**src/rtl/mac128_pkg.sv**
```systemverilog
// Shared types and constants for the E clock generator and the VPA handshake.
package mac128_pkg;

  typedef enum logic [1:0] {
    ST_IDLE = 2'd0,
    ST_SYNC = 2'd1,
    ST_VMA  = 2'd2,
    ST_TERM = 2'd3
  } vpa_state_e;

  localparam int unsigned E_PERIOD_MAX = 16;

  function automatic logic [3:0] ecnt_step(input logic [3:0] cnt, input logic [3:0] last);
    return (cnt == last) ? 4'd0 : cnt + 4'd1;
  endfunction

endpackage

```
**src/rtl/e_divider.sv**
```systemverilog
// CPU clock edge detector and 6800 E clock divider.
// Strobes flag CPU rises that will produce an E rise or an E fall.
module e_divider
  import mac128_pkg::*;
#(
  parameter int unsigned E_LOW  = 6,
  parameter int unsigned E_HIGH = 4
) (
  input  logic       simclk_i,
  input  logic       res_i,
  input  logic       clock_i,
  output logic       crise_o,
  output logic       e_rise_next_o,
  output logic       e_fall_next_o,
  output logic       e_o,
  output logic [3:0] ecnt_o
);

  localparam logic [3:0] ELowC = 4'(E_LOW);
  localparam logic [3:0] LastC = 4'(E_LOW + E_HIGH - 1);

  logic       clk_q;
  logic [3:0] ecnt_q, ecnt_d, ecnt_next;
  logic       e_q, e_d;
  logic       crise;

  always_comb begin
    crise     = clock_i & ~clk_q;
    ecnt_next = ecnt_step(ecnt_q, LastC);
    ecnt_d    = ecnt_q;
    e_d       = e_q;
    if (crise) begin
      ecnt_d = ecnt_next;
      e_d    = (ecnt_next >= ELowC);
    end
  end

  always_ff @(posedge simclk_i or posedge res_i) begin
    if (res_i) begin
      clk_q  <= 1'b0;
      ecnt_q <= 4'd0;
      e_q    <= 1'b0;
    end else begin
      clk_q  <= clock_i;
      ecnt_q <= ecnt_d;
      e_q    <= e_d;
    end
  end

  assign crise_o       = crise;
  assign e_rise_next_o = crise & (ecnt_next == ELowC);
  assign e_fall_next_o = crise & (ecnt_next == 4'd0);
  assign e_o           = e_q;
  assign ecnt_o        = ecnt_q;

endmodule

```
**src/rtl/e_clock_vpa_sync.sv**
```systemverilog
// E clock generation plus the synchronous (VPA) peripheral cycle handshake:
// VMA asserts on a qualifying E rise, the cycle terminates on the following E fall.
module e_clock_vpa_sync
  import mac128_pkg::*;
#(
  parameter int unsigned E_LOW     = 6,
  parameter int unsigned E_HIGH    = 4,
  parameter int unsigned MIN_SETUP = 2
) (
  input  logic       simclk,
  input  logic       res,
  input  logic       clock,
  input  logic       n_as,
  input  logic       n_vpa,
  output logic       e,
  output logic       n_vma,
  output logic       n_vdtack,
  output logic [3:0] ecnt
);

  // Pre-increment setup count needed on the E-rise crise to allow VMA.
  localparam logic [3:0] SetupMinC = (MIN_SETUP == 0) ? 4'd0 : 4'(MIN_SETUP - 1);
  localparam logic [3:0] SetupSatC = 4'(MIN_SETUP);

  logic crise, e_rise_next, e_fall_next;

  vpa_state_e state_q, state_d;
  logic [3:0] setup_q, setup_d;
  logic       n_vma_q, n_vma_d;
  logic       n_vdtack_q, n_vdtack_d;

  e_divider #(
    .E_LOW (E_LOW),
    .E_HIGH(E_HIGH)
  ) u_e_divider (
    .simclk_i     (simclk),
    .res_i        (res),
    .clock_i      (clock),
    .crise_o      (crise),
    .e_rise_next_o(e_rise_next),
    .e_fall_next_o(e_fall_next),
    .e_o          (e),
    .ecnt_o       (ecnt)
  );

  always_comb begin
    state_d    = state_q;
    setup_d    = setup_q;
    n_vma_d    = n_vma_q;
    n_vdtack_d = n_vdtack_q;
    unique case (state_q)
      ST_IDLE: begin
        if (crise && !n_as && !n_vpa) begin
          state_d = ST_SYNC;
          setup_d = 4'd0;
        end
      end
      ST_SYNC: begin
        // Abort wins over any crise action in the same cycle.
        if (n_as) begin
          state_d = ST_IDLE;
          n_vma_d = 1'b1;
        end else if (crise) begin
          if (e_rise_next && (setup_q >= SetupMinC)) begin
            state_d = ST_VMA;
            n_vma_d = 1'b0;
          end
          if (setup_q < SetupSatC) begin
            setup_d = setup_q + 4'd1;
          end
        end
      end
      ST_VMA: begin
        if (n_as) begin
          state_d = ST_IDLE;
          n_vma_d = 1'b1;
        end else if (e_fall_next) begin
          state_d    = ST_TERM;
          n_vdtack_d = 1'b0;
        end
      end
      ST_TERM: begin
        if (n_as) begin
          state_d    = ST_IDLE;
          n_vma_d    = 1'b1;
          n_vdtack_d = 1'b1;
        end
      end
      default: state_d = ST_IDLE;
    endcase
  end

  always_ff @(posedge simclk or posedge res) begin
    if (res) begin
      state_q    <= ST_IDLE;
      setup_q    <= 4'd0;
      n_vma_q    <= 1'b1;
      n_vdtack_q <= 1'b1;
    end else begin
      state_q    <= state_d;
      setup_q    <= setup_d;
      n_vma_q    <= n_vma_d;
      n_vdtack_q <= n_vdtack_d;
    end
  end

  assign n_vma    = n_vma_q;
  assign n_vdtack = n_vdtack_q;

endmodule

```
**config.mk**
```make
export PLATFORM = sky130hd
export DESIGN_NAME = e_clock_vpa_sync
export DESIGN_NICKNAME = d
export VERILOG_FILES = /design/src/rtl/mac128_pkg.sv /design/src/rtl/e_divider.sv /design/src/rtl/e_clock_vpa_sync.sv
export SDC_FILE = /design/constraint.sdc
export NUM_CORES = 1
export LEC_CHECK = 0
export CAP_MARGIN = 20
export CORE_UTILIZATION = 50
export CTS_CLUSTER_DIAMETER = 150
export DETAILED_ROUTE_END_ITERATION = 8
export MAX_ROUTING_LAYER = met4
export PLACE_DENSITY = 0.86
export SLEW_MARGIN = 10
export SYNTH_ARGS = -nofsm -noshare
export SYNTH_HDL_FRONTEND = slang
export SYNTH_SLANG_ARGS = --single-unit
export TNS_END_PERCENT = 100
```
**constraint.sdc**
```tcl
create_clock -name simclk -period 1.6 [get_ports simclk]
set_input_delay 0.32 -clock simclk [delete_from_list [all_inputs] [get_ports simclk]]
set_output_delay 0.32 -clock simclk [all_outputs]
set_load 0.01 [all_outputs]
```
After elaboration in Yosys (flattened, before gate mapping)
Cells that the tools add are included.
- register bits after elaboration: 14
- input bits: 5
- output and inout port bits: 7
- logic and storage cells: 69
- add/subtract/negate cells: 2
- magnitude comparators: 3
- equal/unequal tests: 16
- muxes and demuxes: 22
- bitwise logic cells: 4
- reductions and logical operators: 15
- operators with widths (operator ; count):
    2-to-1 mux 4 bit ; 5
    2-to-1 mux 2 bit ; 7
    inequality test 2 bit (second input constant) ; 7
    AND reduction 5 bit ; 2
    inequality test 3 bit (second input constant) ; 3
    adder 4 x 1 -> 4 bit (second input constant) ; 2
    case mux 2 bit (4 select lines) ; 1
    case mux 4 bit (2 select lines) ; 1
    AND reduction 4 bit ; 2
    2-to-1 mux 1 bit ; 6
    nonzero test 2 bit ; 3
    equality test 2 bit (second input constant) ; 2
    equality test 4 x 3 -> 1 bit (second input constant) ; 1
    equality test 4 bit (second input constant) ; 1
    greater-or-equal comparator 4 x 1 -> 1 bit (second input constant) ; 1
    greater-or-equal comparator 4 x 3 -> 1 bit (second input constant) ; 1
    logical NOT 4 bit ; 1
    < comparator 4 x 2 -> 1 bit (second input constant) ; 1
    case mux 1 bit (2 select lines) ; 2
    bitwise AND 1 bit ; 3
    logical AND 1 bit ; 3
    equality test 2 x 1 -> 1 bit (second input constant) ; 1
    logical NOT 1 bit ; 2
    logical NOT 2 bit ; 1
    other kinds (3) ; 3

Depth between registers and ports, before layout
Gate-level depths: netlist of run 1.
- depth after elaboration: 9
- depth in mapped cells: 6
- mapped depth without buffers: 6

Hierarchy
Synthesis of run 1 repeated with hierarchy kept, for this count alone.
- cells, all modules: 78
- area total of the unflattened synthesis: 778.2 µm²
- modules (own cells, without submodules) (module ; times used ; cells each ; area an instance (µm²) ; sequential area each (µm²)):
    e_clock_vpa_sync ; 1 ; 47 ; 469.2 ; 202.7
    e_divider ; 1 ; 31 ; 309.0 ; 150.1

Worst setup path after synthesis of run 1
Ideal clock, no wire load.
- path kind: input -> register
- start: in n_as
- end: reg setup_q[0]
- setup time: 0.118 ns
- data arrival time: 1.309 ns
- required time: 1.482 ns
- slack: 0.173 ns
- stages on the path: 5
- path buffers: 1
- cell sequence: buf_6 or4_4 nor3_4 nor3_1 a21o_1
- longest elaborated chain between the ends: 5
- elaborated cells on any way between the ends: 6
- those cells by class: eq/ne: 2; reduce/logical: 4
- RTL lines (what ; RTL line ; RTL):
    start: declaration ; e_clock_vpa_sync.sv:13 ; input logic n_as,
    logical NOT 1 bit ; e_clock_vpa_sync.sv:53 ; if (crise && !n_as && !n_vpa) begin
    logical AND 1 bit (2 in a row) ; e_clock_vpa_sync.sv:53 ;
    inequality test 2 bit (no source line) ; - ;
    AND reduction 5 bit (no source line) (*) ; - ;
    end signal: assignment ; e_clock_vpa_sync.sv:101 ; setup_q <= setup_d;
    end: declaration ; e_clock_vpa_sync.sv:28 ; logic [3:0] setup_q, setup_d;
Every way passes the cells marked *; elsewhere a longest branch is shown, timed or not.
A chain may end at the register's enable or synchronous reset.

Final worst setup path of run 1
- start: reg u_e_divider.ecnt_q[1] (netlist: u_e_divider.ecnt_o[1])
- end: reg state_q[0]
- longest elaborated chain between the ends: 7
- elaborated cells on any way between the ends: 11
- those cells by class: add/sub: 1; eq/ne: 4; mux: 1; bitwise: 2; reduce/logical: 3
- RTL lines (what ; RTL line ; RTL):
    start: declaration ; e_divider.sv:23 ; logic [3:0] ecnt_q, ecnt_d, ecnt_next;
    start signal: assignment ; e_divider.sv:45 ; ecnt_q <= ecnt_d;
    adder 4 x 1 -> 4 bit or equality test 4 bit (tied branches) ; mac128_pkg.sv:14 ; return (cnt == last) ? 4'd0 : cnt + 4'd1;
    2-to-1 mux 4 bit (*) ; mac128_pkg.sv:14 ;
    equality test 4 x 3 -> 1 bit ; e_divider.sv:51 ; assign e_rise_next_o = crise & (ecnt_next == ELowC);
    bitwise AND 1 bit ; e_divider.sv:51 ;
    logical AND 1 bit ; e_clock_vpa_sync.sv:64 ; if (e_rise_next && (setup_q >= SetupMinC)) begin
    inequality test 3 bit (no source line) ; - ;
    AND reduction 5 bit (no source line) (*) ; - ;
    end signal: assignment ; e_clock_vpa_sync.sv:100 ; state_q <= state_d;
    end: declaration ; e_clock_vpa_sync.sv:27 ; vpa_state_e state_q, state_d;
Marks and branches as above.

==> impl_metrics.prom, run 1 <==
# TYPE chip_impl_metric gauge
chip_impl_info{name="result_of_the_run",value="completed"} 1
chip_impl_metric{name="row_count",unit=""} 13
chip_impl_metric{name="drc",unit=""} 0
chip_impl_metric{name="die_area",unit="µm²"} 1630
chip_impl_metric{name="vdd_ir_drop_max",unit="mV"} 0.896
chip_impl_metric{name="synthDistinctLibCells",unit=""} 30
chip_impl_metric{name="p_clk_frac",unit=""} 0.194
chip_impl_metric{name="worstPathBufferInverterCount",unit=""} 1
chip_impl_metric{name="power_frac_comb",unit=""} 0.421
chip_impl_metric{name="design.portCount",unit=""} 12
chip_impl_metric{name="finalSetupTns",unit="ns"} 0
chip_impl_metric{name="synthArstFlopShare",unit=""} 1.00
chip_impl_metric{name="cellLeakagePower",unit="nW"} 0.457
chip_impl_metric{name="switching_share",unit=""} 0.337
chip_impl_metric{name="cts_hold_buffers",unit=""} 0
chip_impl_metric{name="synth_area",unit="µm²"} 736
chip_impl_metric{name="tcrit_tclk_final",unit=""} 0.956
chip_impl_metric{name="fin_total_pwr",unit="mW"} 1.34
chip_impl_metric{name="hold_slack",unit="ns"} 0.362
chip_impl_info{name="cell_breakdown_of_the_critical_path",value="buf_4 -> xor2_1 -> or4_1 -> o21ai_1 -> a21o_1"} 1
chip_impl_metric{name="antenna_violating_nets_post_route",unit=""} 0
chip_impl_metric{name="post-dp-hpwl",unit="µm"} 1160
chip_impl_metric{name="synth_sequential_area_ratio",unit=""} 0.480
chip_impl_info{name="clockRootBuffer",value="clkbuf_4"} 1
chip_impl_info{name="critical_path.startpoint_type",value="register"} 1
chip_impl_info{name="slowest_stage",value="or4_1"} 1
chip_impl_metric{name="routed_wire_length_per_instance",unit="µm"} 14.1
chip_impl_metric{name="worstPathRequired",unit="ns"} 1.83
chip_impl_info{name="tritoncts",value="yes"} 1
chip_impl_metric{name="grt_pass1_wl",unit="µm"} 2450
chip_impl_metric{name="fin_util",unit=""} 0.740
chip_impl_info{name="post_synth_main_area_contributors",value="dfrtp_1, dfstp_2, ha_1, a21oi_1, xor2_1"} 1
chip_impl_info{name="post-synth-top-area-cell",value="dfrtp_1"} 1
chip_impl_metric{name="slew_headroom",unit=""} 0.646
chip_impl_info{name="grt_setup_unrepaired",value="false"} 1
chip_impl_metric{name="number_of_cts_inserted_buffers",unit=""} 3
chip_impl_metric{name="core-area",unit="µm²"} 1330
chip_impl_metric{name="first_global_vias",unit=""} 586
chip_impl_metric{name="detail_route.wirelength",unit="µm"} 1570
chip_impl_metric{name="data_arrival_critical_path",unit="ns"} 1.76
chip_impl_metric{name="syn-mean-instance-area",unit="µm²"} 10.5
chip_impl_metric{name="slowest_delay",unit="ns"} 0.50
chip_impl_metric{name="pin_count_of_the_biggest_net_entering_global_routing",unit=""} 15
chip_impl_metric{name="fin_nets",unit=""} 105
chip_impl_info{name="ys_dominant_reg_cell",value="dfrtp_1"} 1
chip_impl_metric{name="internal_power",unit="µW"} 886
chip_impl_metric{name="place.port_buffers",unit=""} 11
chip_impl_metric{name="synth_enable_flop_cells",unit=""} 0
chip_impl_metric{name="initial_core_util",unit=""} 0.552
chip_impl_metric{name="final_hold_viol_count",unit=""} 0
chip_impl_metric{name="drive_gt1_frac",unit=""} 0.292
chip_impl_metric{name="clockBufferDepth",unit=""} 2
chip_impl_metric{name="synthesis.instances",unit=""} 70
chip_impl_metric{name="timing_worst_slew_pin_value",unit="ns"} 0.531
chip_impl_metric{name="cts.reportedPaths.clkPinSlew",unit="ns"} 0.09
chip_impl_metric{name="initial_antenna_violation_count",unit=""} 0
chip_impl_metric{name="max_cap_viol_count",unit=""} 0
chip_impl_metric{name="critPathMaxFanout",unit=""} 7
chip_impl_metric{name="cts_htree_levels",unit=""} 1
chip_impl_metric{name="clock_latency_at_the_later_pin_of_the_worst_skew_pair",unit="ns"} 0.29
chip_impl_metric{name="detailroute.via_count",unit=""} 623
chip_impl_metric{name="fin_worst_skew",unit="ns"} 0.00595
chip_impl_info{name="crit_family",value="simple AND/OR/NAND/NOR gates"} 1
chip_impl_info{name="criticalPathCategory",value="register to register"} 1
chip_impl_metric{name="synth_top_cell_area_share",unit=""} 0.408
chip_impl_info{name="hold_path_class",value="primary input to async pin"} 1
chip_impl_metric{name="grt_use_total",unit=""} 0.237
chip_impl_metric{name="die_height",unit="µm"} 40.4
chip_impl_info{name="cp-end-kind",value="register"} 1
chip_impl_metric{name="period_minus_slack",unit="ns"} 1.53
chip_impl_metric{name="die_width",unit="µm"} 40.4
chip_impl_metric{name="antenna_diode_count",unit=""} 0
chip_impl_metric{name="timing.final.max_slew_violations",unit=""} 0
chip_impl_metric{name="syn_nets",unit=""} 78
chip_impl_metric{name="drt_iter0_drcs",unit=""} 7
chip_impl_metric{name="cts.sink_count",unit=""} 14
chip_impl_metric{name="pwr-share-seq",unit=""} 0.386
chip_impl_metric{name="placedCellCount",unit=""} 104
chip_impl_metric{name="filler_cell_count",unit=""} 99
chip_impl_metric{name="power_switching",unit="µW"} 450
chip_impl_metric{name="power-per-cell-area",unit="nW/µm²"} 1350
chip_impl_metric{name="finalSetupViolCount",unit=""} 0
chip_impl_metric{name="via_per_inst",unit=""} 5.61
chip_impl_metric{name="fin_cells",unit=""} 111
chip_impl_metric{name="drt_pass1_iterations",unit=""} 4
chip_impl_metric{name="fmax",unit="MHz"} 654
chip_impl_metric{name="layout-area-overhead-vs-synth",unit="%"} 34.2
chip_impl_metric{name="place.gp.congestion",unit=""} 0.711
chip_impl_metric{name="synth.yosys.warnings",unit=""} 0
chip_impl_metric{name="synth.ff_latch_count",unit=""} 14
chip_impl_metric{name="grt_overflow_total",unit=""} 0
layout make-up:
cell class | count | area [µm²] | share of cell area
sequential | 14 | 358 | 0.362
timing repair buffer | 23 | 196 | 0.199
tap | 15 | 18.8 | 0.0190
clock buffer | 4 | 36.3 | 0.0368
multi-input combinational | 50 | 359 | 0.364
inverter | 5 | 18.8 | 0.0190
stage by stage:
stage               worst slack, ns  area (µm²)
global route                 0.0110         987
CTS                          0.0127         980
global placement             -0.163         921
finish                       0.0701         987
floorplan                     0.173         736
detailed placement           -0.220         921
Yosys cell counts (all sizes together) (2+ instances only):
| cell | count |
|---|---|
| dfrtp | 12 |
| a21oi | 7 |
| inv | 5 |
| nor2 | 5 |
| o21ai | 5 |
| a21o | 3 |
| ha | 3 |
| nor2b | 3 |
| nor3 | 3 |
| or4 | 3 |
| xor2 | 3 |
| dfstp | 2 |
| nand2 | 2 |
| nor4b | 2 |
routing by layer:
metal  wire length (µm)  part of all wire  GRT usage  up-vias
met5                  0                 0          -        -
li1                   -                 -          -      299
met3                 62             0.040     0.0500        5
met1                679              0.43      0.261      308
met4                 26             0.017     0.0750        0
met2                798              0.51      0.421       11
state kept, by name, summed over array words and instances, names as in the netlist:
signal	cells
state_q	2
n_vma	1
setup_q	4
u_e_divider.clk_q	1
u_e_divider.e_o	1
n_vdtack	1
u_e_divider.ecnt_o	4
what timing repair did:
item | 4_1_cts | 5_1_grt
gates cloned | 0 | 0
gates resized for setup | 8 | 0
setup buffers | 2 | 1
setup endpoints to repair | 7 | 1
worst paths after layout:
check | start | end | slack (ns) | depth (start not counted)
max in group asynchronous | res | u_e_divider.ecnt_o[0] | 0.85 | 2
worst min register to register | u_e_divider.e_o | u_e_divider.e_o | 0.51 | 2
worst max-delay path | u_e_divider.ecnt_o[1] | state_q[0] | 0.07 | 5
min in group simclk | u_e_divider.e_o | u_e_divider.e_o | 0.51 | 2
worst min-delay path | res | setup_q[3] | 0.36 | 2
worst max register to register | u_e_divider.ecnt_o[1] | state_q[0] | 0.07 | 5
layout by cell type (no fill, tap or decap), drive strengths merged, types with 3 or more instances in the layout:
cell            n
buf            12
dfrtp          12
clkdlybuf4s50   8
a21oi           7
inv             5
nor2            5
o21ai           5
clkbuf          4
nor2b           3
a21o            3
xor2            3
ha              3
dlygate4sd2     3
nor3            3
or4             3
cell families (layout without fill, tap and decap cells):
group	count (synthesis)	count (layout)	synth area share
compound gates	16	16	0.124
simple gates	27	27	0.257
flops	14	14	0.480
fa+ha+maj	3	3	0.0510
buf+inv	6	32	0.0408
xor+xnor	4	4	0.0476
power by group through the flow:
stage | Sequential (mW) | Clock (mW) | Combinational [mW]
after global placement | 0.555 | 0 | 0.431
after detailed placement | 0.569 | 0 | 0.447
after floorplan | 0.574 | 0 | 0.217
after CTS | 0.533 | 0.262 | 0.524
final | 0.515 | 0.259 | 0.562
after global routing | 0.525 | 0.279 | 0.618
No activity file was read; power rests on OpenSTA's default activity.
==> run 2: changes to the inputs <==
- CAP_MARGIN: 20 -> not set
- SETUP_SLACK_MARGIN: not set -> 0.3
- clock period: 1.6 -> 1.5 ns (I/O delays scaled with it)
==> impl_metrics.prom, run 2 (synthesized netlist as in run 1, its figures left out) <==
# TYPE chip_impl_metric gauge
chip_impl_info{name="clockRootBuffer",value="clkbuf_4"} 1
chip_impl_metric{name="timing.final.max_slew_violations",unit=""} 0
chip_impl_metric{name="power-per-cell-area",unit="nW/µm²"} 1480
chip_impl_info{name="cell_breakdown_of_the_critical_path",value="inv_2 -> ha_2 -> nor4b_4 -> nor4b_4 -> a21oi_1 -> a21o_1"} 1
chip_impl_metric{name="initial_antenna_violation_count",unit=""} 0
chip_impl_metric{name="finalSetupTns",unit="ns"} -0.0430
chip_impl_metric{name="finalSetupViolCount",unit=""} 2
chip_impl_info{name="violations",value="negative setup slack"} 1
chip_impl_metric{name="fin_worst_skew",unit="ns"} 0.0100
chip_impl_metric{name="routed_wire_length_per_instance",unit="µm"} 17.3
chip_impl_metric{name="first_global_vias",unit=""} 567
chip_impl_metric{name="filler_cell_count",unit=""} 65
chip_impl_metric{name="grt_pass1_wl",unit="µm"} 2650
chip_impl_info{name="hold_path_class",value="primary input to async pin"} 1
chip_impl_metric{name="pre_cts_ws",unit="ns"} -0.287
chip_impl_metric{name="setup_slack",unit="ns"} -0.0313
chip_impl_metric{name="critPathMaxFanout",unit=""} 3
chip_impl_info{name="cp-end-kind",value="register"} 1
chip_impl_metric{name="slew_headroom",unit=""} 0.792
chip_impl_metric{name="detail_route.wirelength",unit="µm"} 2040
chip_impl_metric{name="cts_hold_buffers",unit=""} 0
chip_impl_metric{name="worstPathBufferInverterCount",unit=""} 1
chip_impl_metric{name="initial_core_util",unit=""} 0.552
chip_impl_metric{name="place.gp.congestion",unit=""} 0.723
chip_impl_metric{name="cts.reportedPaths.clkPinSlew",unit="ns"} 0.09
chip_impl_metric{name="slowest_delay",unit="ns"} 0.43
chip_impl_metric{name="drc",unit=""} 0
chip_impl_metric{name="cellLeakagePower",unit="nW"} 0.543
chip_impl_metric{name="die_width",unit="µm"} 40.4
chip_impl_metric{name="worstPathRequired",unit="ns"} 1.68
chip_impl_info{name="worst_path_most_repeated_cell",value="nor4b_4"} 1
chip_impl_metric{name="row_count",unit=""} 13
chip_impl_metric{name="core-area",unit="µm²"} 1330
chip_impl_metric{name="number_of_cts_inserted_buffers",unit=""} 3
chip_impl_metric{name="via_per_inst",unit=""} 5.73
chip_impl_info{name="crit_family",value="flip-flops"} 1
chip_impl_info{name="result_of_the_run",value="finished, violations left"} 1
chip_impl_metric{name="die_height",unit="µm"} 40.4
chip_impl_info{name="tritoncts",value="yes"} 1
chip_impl_metric{name="placedCellCount",unit=""} 105
chip_impl_metric{name="timing_worst_slew_pin_value",unit="ns"} 0.312
chip_impl_info{name="grt_setup_unrepaired",value="true"} 1
chip_impl_metric{name="grt_use_total",unit=""} 0.281
chip_impl_metric{name="detailroute.via_count",unit=""} 676
chip_impl_metric{name="place.port_buffers",unit=""} 11
chip_impl_metric{name="cts.sink_count",unit=""} 14
chip_impl_info{name="critical_path.startpoint_type",value="register"} 1
chip_impl_metric{name="fin_util",unit=""} 0.850
chip_impl_metric{name="cts_htree_levels",unit=""} 1
chip_impl_metric{name="clockBufferDepth",unit=""} 2
chip_impl_metric{name="pin_count_of_the_biggest_net_entering_global_routing",unit=""} 9
chip_impl_metric{name="design.portCount",unit=""} 12
chip_impl_metric{name="final_hold_viol_count",unit=""} 0
chip_impl_metric{name="die_area",unit="µm²"} 1630
chip_impl_metric{name="drt_pass1_iterations",unit=""} 4
chip_impl_info{name="final_common_cell",value="buf_4"} 1
chip_impl_metric{name="layout.cell_area.non_filler",unit="µm²"} 1130
chip_impl_metric{name="vdd_ir_drop_max",unit="mV"} 1.31
chip_impl_metric{name="max_cap_viol_count",unit=""} 0
chip_impl_metric{name="layout-area-overhead-vs-synth",unit="%"} 54.1
chip_impl_metric{name="post-dp-hpwl",unit="µm"} 1070
chip_impl_metric{name="grt_overflow_total",unit=""} 0
chip_impl_metric{name="fin_nets",unit=""} 112
chip_impl_metric{name="fin_cells",unit=""} 118
chip_impl_metric{name="fmax",unit="MHz"} 653
chip_impl_metric{name="tcrit_tclk_final",unit=""} 1.02
chip_impl_metric{name="drt_iter0_drcs",unit=""} 22
chip_impl_metric{name="fin_total_pwr",unit="mW"} 1.68
chip_impl_info{name="slowest_stage",value="dfrtp_1"} 1
chip_impl_metric{name="dpl-instance-area",unit="µm²"} 958
chip_impl_metric{name="period_minus_slack",unit="ns"} 1.53
chip_impl_metric{name="clock_latency_at_the_later_pin_of_the_worst_skew_pair",unit="ns"} 0.30
chip_impl_metric{name="drive_gt1_frac",unit=""} 0.534
chip_impl_metric{name="antenna_violating_nets_post_route",unit=""} 0
chip_impl_metric{name="data_arrival_critical_path",unit="ns"} 1.71
chip_impl_metric{name="antenna_diode_count",unit=""} 0
chip_impl_info{name="criticalPathCategory",value="register to register"} 1
chip_impl_info{name="layout_common_cells",value="buf_4, buf_6, dfrtp_1"} 1
chip_impl_metric{name="hold_slack",unit="ns"} 0.251
[run 2: cell count changes in the layout (fill, tap and decap cells not counted), sizes merged]
cell and delta:
dlygate4sd2 -1, clkdlybuf4s50 -6, buf +14
[run 2: what timing repair did]
item,CTS,global route
pin swaps,5,4
buffers inserted,8,1
gates resized for setup,36,20
endpoints found under the setup margin,17,17
[run 2: final cells by class]
cell class | instances | area (µm²) | area share
timing repair buffer | 30 | 259 | 0.228
tap | 15 | 18.8 | 0.0166
multi-input combinational | 50 | 443 | 0.391
clock buffer | 4 | 36.3 | 0.0320
inverter | 5 | 18.8 | 0.0166
sequential | 14 | 358 | 0.316
[run 2: final timing paths]
kind	startpoint	to	slack, ns	cells past startpoint
worst max-delay path	setup_q[1]	state_q[0]	-0.03	6
worst min-delay path	res	u_e_divider.ecnt_o[3]	0.25	2
worst max register to register	setup_q[1]	state_q[0]	-0.03	6
worst min register to register	n_vma	n_vma	0.53	2
max in group asynchronous	res	n_vma	0.74	3
min in group simclk	clock	u_e_divider.clk_q	0.37	1
[run 2: layer usage]
layer,global-route usage,part of all wire,routed length (µm)
met1,0.334,0.41,846
met5,-,0,0
met2,0.405,0.53,1090
met4,0.167,0.016,33
met3,0.100,0.036,74
[run 2: where the power goes]
group | total, mW | leakage [nW] | switching (mW) | internal, mW
Clock | 0.283 | 0.0210 | 0.134 | 0.148
Sequential | 0.560 | 0.170 | 0.0857 | 0.474
Combinational | 0.839 | 0.351 | 0.396 | 0.442
Total | 1.68 | 0.543 | 0.616 | 1.06
==> run 3: changes to the inputs <==
- CORE_MARGIN: not set -> 3
==> impl_metrics.prom, run 3 (synthesized netlist as in run 1, its figures left out) <==
# TYPE chip_impl_metric gauge
chip_impl_metric{name="fin_nets",unit=""} 118
chip_impl_info{name="cp-end-kind",value="register"} 1
chip_impl_metric{name="max_cap_viol_count",unit=""} 0
chip_impl_metric{name="antenna_violating_nets_post_route",unit=""} 0
chip_impl_metric{name="pin_count_of_the_biggest_net_entering_global_routing",unit=""} 15
chip_impl_metric{name="worstPathBufferInverterCount",unit=""} 1
chip_impl_info{name="critical_path.startpoint_type",value="register"} 1
chip_impl_metric{name="clock_latency_at_the_later_pin_of_the_worst_skew_pair",unit="ns"} 0.27
chip_impl_metric{name="layout-area-overhead-vs-synth",unit="%"} 66.3
chip_impl_metric{name="first_global_vias",unit=""} 715
chip_impl_metric{name="cts_htree_levels",unit=""} 1
chip_impl_info{name="final_common_cell",value="buf_4"} 1
chip_impl_metric{name="core-area",unit="µm²"} 1330
chip_impl_metric{name="place.gp.congestion",unit=""} 0.860
chip_impl_metric{name="slew_headroom",unit=""} 0.776
chip_impl_metric{name="timing_worst_slew_pin_value",unit="ns"} 0.335
chip_impl_metric{name="die_width",unit="µm"} 44.4
chip_impl_metric{name="vdd_ir_drop_max",unit="mV"} 1.69
chip_impl_metric{name="fmax",unit="MHz"} 656
chip_impl_metric{name="place.port_buffers",unit=""} 11
chip_impl_metric{name="cts.sink_count",unit=""} 14
chip_impl_metric{name="critPathMaxFanout",unit=""} 3
chip_impl_metric{name="routed_wire_length_per_instance",unit="µm"} 19.1
chip_impl_metric{name="die_area",unit="µm²"} 1970
chip_impl_metric{name="cellLeakagePower",unit="nW"} 0.577
chip_impl_metric{name="slowest_delay",unit="ns"} 0.40
chip_impl_metric{name="detailroute.via_count",unit=""} 700
chip_impl_info{name="criticalPathCategory",value="register to register"} 1
chip_impl_metric{name="power-per-cell-area",unit="nW/µm²"} 1470
chip_impl_metric{name="clockBufferDepth",unit=""} 2
chip_impl_metric{name="period_minus_slack",unit="ns"} 1.52
chip_impl_info{name="grt_setup_unrepaired",value="true"} 1
chip_impl_info{name="layout_common_cells",value="buf_4, buf_6, dfrtp_1"} 1
chip_impl_metric{name="drt_iter0_drcs",unit=""} 8
chip_impl_info{name="clockRootBuffer",value="clkbuf_4"} 1
chip_impl_metric{name="row_count",unit=""} 13
chip_impl_info{name="tritoncts",value="yes"} 1
chip_impl_metric{name="hold_slack",unit="ns"} 0.316
chip_impl_metric{name="antenna_diode_count",unit=""} 0
chip_impl_metric{name="pre_cts_ws",unit="ns"} -0.314
chip_impl_info{name="result_of_the_run",value="finished, violations left"} 1
chip_impl_metric{name="filler_cell_count",unit=""} 54
chip_impl_metric{name="fin_util",unit=""} 0.917
chip_impl_metric{name="grt_overflow_total",unit=""} 0
chip_impl_metric{name="grt_pass1_wl",unit="µm"} 3180
chip_impl_info{name="crit_family",value="simple AND/OR/NAND/NOR gates"} 1
chip_impl_metric{name="tcrit_tclk_final",unit=""} 1.02
chip_impl_metric{name="data_arrival_critical_path",unit="ns"} 1.69
chip_impl_metric{name="final_hold_viol_count",unit=""} 0
chip_impl_metric{name="worstPathRequired",unit="ns"} 1.66
chip_impl_metric{name="detail_route.wirelength",unit="µm"} 2370
chip_impl_metric{name="die_height",unit="µm"} 44.4
chip_impl_metric{name="initial_antenna_violation_count",unit=""} 0
chip_impl_metric{name="drc",unit=""} 0
chip_impl_metric{name="initial_core_util",unit=""} 0.552
chip_impl_metric{name="cts.reportedPaths.clkPinSlew",unit="ns"} 0.09
chip_impl_metric{name="finalSetupViolCount",unit=""} 1
chip_impl_info{name="worst_path_most_repeated_cell",value="nor4b_4"} 1
chip_impl_info{name="cell_breakdown_of_the_critical_path",value="inv_2 -> ha_4 -> nor4b_4 -> nor4b_4 -> a21oi_1 -> a21o_1"} 1
chip_impl_metric{name="drive_gt1_frac",unit=""} 0.615
chip_impl_info{name="hold_path_class",value="primary input to async pin"} 1
chip_impl_metric{name="fin_worst_skew",unit="ns"} 0.00284
chip_impl_metric{name="timing.final.max_slew_violations",unit=""} 0
chip_impl_metric{name="via_per_inst",unit=""} 5.65
chip_impl_metric{name="grt_use_total",unit=""} 0.234
chip_impl_info{name="slowest_stage",value="dfrtp_1"} 1
chip_impl_metric{name="post-dp-hpwl",unit="µm"} 1140
chip_impl_metric{name="design.portCount",unit=""} 12
chip_impl_metric{name="number_of_cts_inserted_buffers",unit=""} 3
chip_impl_metric{name="drt_pass1_iterations",unit=""} 4
chip_impl_info{name="violations",value="negative setup slack"} 1
chip_impl_metric{name="setup_slack",unit="ns"} -0.0246
-- run 3: changes by cell type in the layout (fill, tap and decap cells not counted), sizes merged --
cell    previous run  this run
buf               26        31
clkbuf             4         5
-- run 3: worst paths after layout --
kind	depth (start not counted)	slack, ns	startpoint	endpoint
setup / recovery	6	-0.02	setup_q[1]	state_q[0]
max in group asynchronous	3	0.94	res	n_vdtack
min in group simclk	1	0.38	clock	u_e_divider.clk_q
hold reg to reg	2	0.61	u_e_divider.ecnt_o[2]	u_e_divider.ecnt_o[2]
hold / removal	3	0.32	res	u_e_divider.ecnt_o[3]
setup reg to reg	6	-0.02	setup_q[1]	state_q[0]
-- run 3: area by class of cell --
cell class | count | area [µm²] | area share
clock buffer | 4 | 26.3 | 0.0215
inverter | 5 | 18.8 | 0.0153
multi-input combinational | 50 | 483 | 0.395
sequential | 14 | 359 | 0.293
tap | 15 | 18.8 | 0.0153
timing repair buffer | 36 | 318 | 0.260
-- run 3: per-stage QoR --
| step | cell area, µm² | instances | total power, mW | setup TNS, ns |
|---|---|---|---|---|
| final | 1220 | 124 | 1.80 | -0.0246 |
| after floorplan | 769 | 70 | 0.879 | 0 |
| after detailed placement | 958 | 105 | 1.12 | -2.09 |
| after global routing | 1220 | 124 | 1.88 | -0.176 |
| after CTS | 1090 | 120 | 1.51 | 0 |
| after global placement | 958 | 105 | 1.09 | -1.43 |
-- run 3: report_power, final --
group | leakage (nW) | internal (mW) | switching, mW
registers | 0.169 | 0.476 | 0.107
clock network | 0.0150 | 0.103 | 0.118
logic | 0.393 | 0.535 | 0.461
total | 0.577 | 1.11 | 0.686
-- run 3: per-layer routing --
layer / vias up / routed length, µm / global-route usage / part of all wire
met3: 6 / 90 / 0.0366 / 0.038
met2: 22 / 1280 / 0.387 / 0.54
met4: 0 / 40 / 0.0904 / 0.017
met5: - / 0 / - / 0
met1: 344 / 960 / 0.284 / 0.40
li1: 328 / - / - / -
-- run 3: tightest hold or removal path, delay by kind of cell --
family | cells | cell delay (ns)
buffers and inverters | 3 | 0.66
-- run 3: timing repair --
item                       4_1_cts  5_1_grt
setup buffers                   11        4
setup endpoints to repair       18       18
gates resized for setup         37       31
hold endpoints to repair         0        0
hold buffers                     0        0
pin swaps                        8        9
